**src/rtl/div_clk_gen.sv**
```systemverilog
// rtl/div_clk_gen.sv - multi-channel programmable divided-clock / tick generator
// Shadowed per-channel period/high config is applied only at period boundaries, on idle or on restart.
module div_clk_gen #(
  parameter int CHANNELS   = 4,
  parameter int CNT_W      = 24,
  parameter int DEF_PERIOD = 1666,
  parameter int DEF_HIGH   = 833
) (
  input  logic                sys_clk,
  input  logic                rst,
  input  logic [CHANNELS-1:0] en,
  input  logic                sync_restart,
  input  logic                cfg_we,
  input  logic [3:0]          cfg_ch,
  input  logic [CNT_W-1:0]    cfg_period,
  input  logic [CNT_W-1:0]    cfg_high,
  output logic [CHANNELS-1:0] cfg_pending,
  output logic [CHANNELS-1:0] div_clk,
  output logic [CHANNELS-1:0] tick
);

  localparam logic [CNT_W-1:0] P_DEF = CNT_W'(DEF_PERIOD);
  localparam logic [CNT_W-1:0] H_DEF = CNT_W'(DEF_HIGH);
  localparam logic [CNT_W-1:0] P_MIN = CNT_W'(2);
  localparam logic [CNT_W-1:0] ONE   = CNT_W'(1);

  logic [CNT_W-1:0] cnt_q   [CHANNELS];
  logic [CNT_W-1:0] cnt_n   [CHANNELS];
  logic [CNT_W-1:0] p_act_q [CHANNELS];
  logic [CNT_W-1:0] p_n     [CHANNELS];
  logic [CNT_W-1:0] h_act_q [CHANNELS];
  logic [CNT_W-1:0] h_n     [CHANNELS];
  logic [CNT_W-1:0] p_sh_q  [CHANNELS];
  logic [CNT_W-1:0] p_sh_n  [CHANNELS];
  logic [CNT_W-1:0] h_sh_q  [CHANNELS];
  logic [CNT_W-1:0] h_sh_n  [CHANNELS];

  logic [CHANNELS-1:0] pend_q, pend_n;
  logic [CHANNELS-1:0] run_q;
  logic [CHANNELS-1:0] div_q, div_n;
  logic [CHANNELS-1:0] tick_q, tick_n;
  logic [CHANNELS-1:0] wr, wrap, start, apply;

  logic [CNT_W-1:0] p_wr, h_wr;

  always_comb begin
    p_wr = (cfg_period < P_MIN) ? P_MIN : cfg_period;
    h_wr = (cfg_high > p_wr) ? p_wr : cfg_high;
  end

  // A channel leaving idle starts its first period at cnt=0 so that period is a full P cycles.
  always_comb begin
    for (int i = 0; i < CHANNELS; i++) begin
      cnt_n[i]  = cnt_q[i];
      p_n[i]    = p_act_q[i];
      h_n[i]    = h_act_q[i];
      p_sh_n[i] = p_sh_q[i];
      h_sh_n[i] = h_sh_q[i];
      pend_n[i] = pend_q[i];
      div_n[i]  = 1'b0;
      tick_n[i] = 1'b0;

      wr[i]    = cfg_we && (cfg_ch == 4'(i));
      start[i] = en[i] && !run_q[i];
      wrap[i]  = en[i] && (cnt_q[i] == p_act_q[i] - ONE);
      apply[i] = pend_q[i] && (sync_restart || !en[i] || start[i] || wrap[i]);

      if (apply[i]) begin
        p_n[i]    = p_sh_q[i];
        h_n[i]    = h_sh_q[i];
        pend_n[i] = 1'b0;
      end
      // A write colliding with an apply lands in the shadow and keeps pend set.
      if (wr[i]) begin
        p_sh_n[i] = p_wr;
        h_sh_n[i] = h_wr;
        pend_n[i] = 1'b1;
      end

      if (!en[i] || sync_restart || start[i] || wrap[i]) begin
        cnt_n[i] = '0;
      end else begin
        cnt_n[i] = cnt_q[i] + ONE;
      end

      div_n[i]  = en[i] && (cnt_n[i] < h_n[i]);
      tick_n[i] = en[i] && (cnt_n[i] == p_n[i] - ONE);
    end
  end

  always_ff @(posedge sys_clk) begin
    if (rst) begin
      for (int i = 0; i < CHANNELS; i++) begin
        cnt_q[i]   <= '0;
        p_act_q[i] <= P_DEF;
        h_act_q[i] <= H_DEF;
        p_sh_q[i]  <= P_DEF;
        h_sh_q[i]  <= H_DEF;
      end
      pend_q <= '0;
      run_q  <= '0;
      div_q  <= '0;
      tick_q <= '0;
    end else begin
      for (int i = 0; i < CHANNELS; i++) begin
        cnt_q[i]   <= cnt_n[i];
        p_act_q[i] <= p_n[i];
        h_act_q[i] <= h_n[i];
        p_sh_q[i]  <= p_sh_n[i];
        h_sh_q[i]  <= h_sh_n[i];
      end
      pend_q <= pend_n;
      run_q  <= en;
      div_q  <= div_n;
      tick_q <= tick_n;
    end
  end

  assign cfg_pending = pend_q;
  assign div_clk     = div_q;
  assign tick        = tick_q;

endmodule

```
**config.mk**
```make
export PLATFORM = sky130hd
export DESIGN_NAME = div_clk_gen
export DESIGN_NICKNAME = d
export VERILOG_FILES = /design/src/rtl/div_clk_gen.sv
export SDC_FILE = /design/constraint.sdc
export NUM_CORES = 1
export LEC_CHECK = 0
export BUFFER_PORTS_ARGS = -buffer_cell sky130_fd_sc_hd__buf_4
export CAP_MARGIN = 20
export CELL_PAD_IN_SITES_DETAIL_PLACEMENT = 1
export CELL_PAD_IN_SITES_GLOBAL_PLACEMENT = 1
export CORE_MARGIN = 2
export CORE_UTILIZATION = 52
export CTS_CLUSTER_DIAMETER = 40
export DETAILED_ROUTE_END_ITERATION = 16
export MAX_ROUTING_LAYER = met4
export PLACE_DENSITY_LB_ADDON = 0.1
export RECOVER_POWER = 100
export SLEW_MARGIN = 10
export SYNTH_ARGS = -nofsm -noshare
export SYNTH_HDL_FRONTEND = slang
export SYNTH_SLANG_ARGS = --single-unit
```
**constraint.sdc**
```tcl
create_clock -name sys_clk -period 10.6 [get_ports sys_clk]
set_input_delay 1.06 -clock sys_clk [delete_from_list [all_inputs] [get_ports sys_clk]]
set_output_delay 1.06 -clock sys_clk [all_outputs]
set_load 0.005 [all_outputs]
```
# --- Word-level counts from Yosys, hierarchy flattened ---
# Memories as Yosys holds them, arrays and structs flattened.
# Cells that the tools add are included.
classes:
  bitwise_logic: 20
  magnitude_cmp: 6
  n_addsub: 12
  eq_ne: 11
  n_mux: 53
  reduce_logical: 49
ops:
  columns: ["operator", "count"]
  rows:
  - ["two-way mux 24 bit", 42]
  - ["equality test 24 bit", 8]
  - ["subtractor 24 x 1 -> 24 bit, second input constant", 8]
  - ["adder 24 x 1 -> 24 bit, second input constant", 4]
  - ["less-than comparator 24 bit", 4]
  - ["> comparator 24 bit", 1]
  - ["logical AND 1 bit", 24]
  - ["less-than comparator 24 x 2 -> 1 bit, second input constant", 1]
  - ["OR 1 bit", 20]
  - ["logical OR 1 bit", 12]
  - ["two-way mux 1 bit", 11]
  - ["equality test 4 x 2 -> 1 bit, second input constant", 2]
  - ["logical NOT 1 bit", 8]
  - ["nonzero test 2 bit", 4]
  - ["equality test 4 x 1 -> 1 bit, second input constant", 1]
  - ["logical NOT 4 bit", 1]
totals:
  ramBits: 480
  memories: 5
  wordCells: 163
  output_inout_bits: 12
  regBits: 16
mem_list:
  columns: ["memory", "words", "width", "read_ports", "rd_clocked_by_memory_dff", "write_ports", "line_no", "source"]
  rows:
  - ["cnt_q", 4, 24, 4, 0, 4, "27", "logic [CNT_W-1:0] cnt_q [CHANNELS];"]
  - ["h_act_q", 4, 24, 4, 0, 4, "31", "logic [CNT_W-1:0] h_act_q [CHANNELS];"]
  - ["h_sh_q", 4, 24, 4, 0, 4, "35", "logic [CNT_W-1:0] h_sh_q [CHANNELS];"]
  - ["p_act_q", 4, 24, 4, 0, 4, "29", "logic [CNT_W-1:0] p_act_q [CHANNELS];"]
  - ["p_sh_q", 4, 24, 4, 0, 4, "33", "logic [CNT_W-1:0] p_sh_q [CHANNELS];"]

# --- Longest topological paths before layout ---
depth:
  depth_word: 9
  mapped_depth: 29

# --- Worst setup path after synthesis ---
# OpenSTA, ideal clock, no wires.
synth_path:
  kind: "reg2reg"
  startpoint: "memory p_act_q[2][0]"
  endpoint: "register tick_q[2], in the netlist tick[2]"
  required_time_ns: 10.488
  path_stages_with_launch: 26
  n_path_buf: 3
  setup_time_ns: 0.112
  arrival_time_ns: 6.113
  slack_ns: 4.375
  cell_sequence: "dfxtp_1 -> clkbuf_1 -> inv_1 -> ha_1 -> or4b_2 -> or4_1 -> a2111oi_1 -> nand4b_1 -> a21oi_2 -> buf_2 -> buf_1 -> nor2_1 -> a21oi_1 -> ha_1 -> nand2_1 -> or2_2 -> nor3_1 -> nand2_1 -> nor3_1 -> nand2_1 -> mux2i_1 -> xor2_1 -> nand4_1 -> nor4_1 -> o221ai_1 -> a2111oi_1"
synth_rtl:
  columns: ["item", "line_no", "source"]
  rows:
  - ["from (decl)", "29", null]
  - ["to (signal assigned)", "115", "tick_q <= tick_n;"]
  - ["to (decl)", "41", "logic [CHANNELS-1:0] tick_q, tick_n;"]

==> results.toml <==
[status]
status = "complete, but fails checks"
violations = "max-capacitance violations, max-slew violations"

[timing]
worstMarginPinSlew_ns = 4.86
report.final.slew_viol_count = 470
finalClockSkew_ns = 0.0340
rsz0062_at_grt = "no"
fmax_ghz = 0.117
hold_viol = 0
finalSetupTns_ns = 0
finalSetupViolCount = 0
min_period_ns = 8.51
holdWs_ns = 0.461
fin_crit_sh_pct = 80.3
relSlewSlack_pct = -224

[floorplan]
rows = 88
die_w_um = 246
start_util_pct = 52.6
pin_count = 72
die-area_um2 = 60300
chipHeight_um = 246
core_um2 = 57700

[setup_path]
crit_path_start = "p_act_q[1][9]$_SDFF_PP1_"
endpoint_kind = "flip-flop"
reg2reg_from = "p_act_q[1][9]$_SDFF_PP1_"
path_max_fanout = 57
worstPathArrival_ns = 9.10
setup.worst_path.start_class = "flip-flop"
critPathRequiredTime_ns = 11.19
critical_path_class = "reg2reg"

[final_layout]
instances_no_fill = 4676
final_common_cell = "nor2_1"
syn_to_final_growth_pct = 13.7
nNetsFinal = 4010
mostFrequentLayoutCells = "547 x nor2_1, 496 x dfxtp_1, 464 x nand2_1"
layout-drive-gt1-share_pct = 8.88
utilization_pct = 59.8

[cts]
cts_tree = "yes"
post-cts-setup-buffers = 0
cts_buffer_depth = 3
clk_pin_slew_ns = 0.06
cts_max_level = 3
cts_root_buffer = "clkbuf_16"
cts-resized-gates = 0
cts_buffers = 97
cts_hold_buf = 0
clock_latency_ns = 0.67
clkSinkCount = 496

[pwr]
combinationalPowerShare_pct = 4.9
p_sw_uw = 1400
powerDensity_nw_per_um2 = 158
intPower_uw = 4060
irDropWorstVdd_uv = 168
switching_share_pct = 25.6
leakage_uw = 0.0134
p_clk_share_pct = 60.2
sequentialPowerShare_pct = 34.9

[grt]
grt_pass1_wl_um = 185000
grt_usage_pct = 40.5
grt_overflow = 0
antenna_found_initial = 4
first_global_vias = 31600
grt_max_degree = 147

[place]
dp.cells = 4486
dp_hpwl_um = 83400
place_congestion = 1.00
io_buffers = 71

[route]
drc = 0
drt-initial-drc-count = 2396
avgViaCountPerCell = 6.49
top_layer_used = "met4"
route.met2.wl_um = 57400
wl_met1_um = 48900
drt_first_pass_iters = 6
ant_nets = 0
post_drt_wl_per_cell_um = 25.9
wl_um = 121000
dr_total_vias = 30400
dr_wl_met3_um = 9170

[logic_synthesis]
ys_types = 105
syn_area_um2 = 30400
synth_warnings = 0
synth_fp_nets = 4064
ys_seq_elements = 496
async_reset_ff_share_pct = 0
ys.flop_type = "dfxtp_1"
synth_seq_area_share_pct = 32.7
synth-edff-count = 0
postSynthAreaPerCell_um2 = 7.83
syn_inst = 3876

[worst_hold_path]
min_path_type = "reg2reg"
worstHoldStart = "p_sh_q[1][21]$_SDFFE_PP0P_"

[flow_run]
maxCapViolCount = 10
[area by class of cell]
cell class | count | area [um2]
timing repair buffer | 110 | 802
multi-input combinational | 3029 | 19000
inverter | 88 | 330
clock buffer | 118 | 2640
tap | 765 | 957
clock inverter | 66 | 835
antenna | 4 | 10.0
fill | 6924 | 23200
sequential | 496 | 9930
[registers in the layout, indices dropped and copies added (netlist names)]
signal       flops
h_act_q         96
cfg_pending      4
div_clk          4
h_sh_q          96
cnt_q           96
p_sh_q          96
p_act_q         96
tick             4
run_q            4
[path summary, 6_finish.rpt]
path,cells after the start,slack (ns),end
worst min register to register,2,0.46,p_sh_q[1][21]$_SDFFE_PP0P_
worst min-delay path,2,0.46,p_sh_q[1][21]$_SDFFE_PP0P_
worst max-delay path,20,2.09,div_clk[1]$_SDFF_PP0_
worst max register to register,20,2.09,div_clk[1]$_SDFF_PP0_
[synthesized netlist by cell type, types with 17 or more instances]
cell type	n	area, um2
nor2_1	548	2060
dfxtp_1	496	9930
nand2_1	464	1740
a21oi_1	285	1430
clkbuf_1	199	747
xnor2_1	170	1490
mux2i_1	159	1590
ha_1	128	1600
nor3_1	125	626
xor2_1	123	1080
a211oi_1	93	698
nand3_1	91	455
o21ai_0	89	445
inv_1	87	327
nand4_1	67	419
nor4_1	57	357
or3_1	53	332
nand2b_1	47	294
nor2b_1	39	244
buf_2	35	175
a211o_1	33	289
and3_1	30	188
nand3b_1	26	195
a31oi_1	25	156
a21o_1	24	180
or4_1	21	158
o211ai_1	20	150
buf_1	19	71.3
o31ai_1	18	135
and2_1	17	106
[metrics by stage]
stage	instance area (um2)	worst slack, ns	total power (uW)
6_report	34500	2.09	5450
5_1_grt	34500	1.65	5570
4_1_cts	34600	3.71	5460
3_5_place_dp	31100	3.86	2190
3_3_place_gp	31100	4.11	2180
2_1_floorplan	30400	4.37	2070
[worst max-delay path, cell delays in order (launching register included)]
cell	delay, ns
dfxtp_1	0.39
nor4_1	1.03
nand4_1	0.58
xnor2_1	0.31
o221a_2	0.22
o21ai_0	0.11
and4_1	0.29
o21ai_4	0.46
clkbuf_1	2.49
mux2i_1	0.48
ha_1	0.48
a21o_1	0.17
a21oi_1	0.15
nor2b_1	0.06
o21ai_0	0.14
nand2b_1	0.07
a21oi_1	0.18
a21boi_0	0.14
o21ai_0	0.32
nand3b_1	0.16
a31oi_1	0.18
[power groups by stage]
stage	combinational [uW]	clock [uW]	sequential [uW]
2_1_floorplan	137	0	1930
3_3_place_gp	243	0	1940
3_5_place_dp	253	0	1940
4_1_cts	257	3300	1900
5_1_grt	278	3390	1900
6_report	269	3280	1900
[per-layer routing]
metal,GRT usage [%],vias to the layer above
li1,-,13600
met1,48.3,15100
met2,66.4,1319
met3,7.45,372
met4,18.5,0
met5,-,-
[cell families (layout without fill, tap and decap cells)]
kind of cell | count (synthesis) | in the layout | synth area share (%)
buffers and inverters | 351 | 382 | 4.74
XOR/XNOR | 294 | 294 | 8.53
AO/OA/AOI/OAI | 744 | 744 | 16.1
adder cells (fa/ha/maj) | 128 | 128 | 5.28
AND/OR/NAND/NOR | 1685 | 1685 | 26.7
other | 0 | 4 | 0
multiplexers | 178 | 178 | 5.95
flip-flops | 496 | 496 | 32.7
Note: power is estimated with default switching activity, not from simulation.
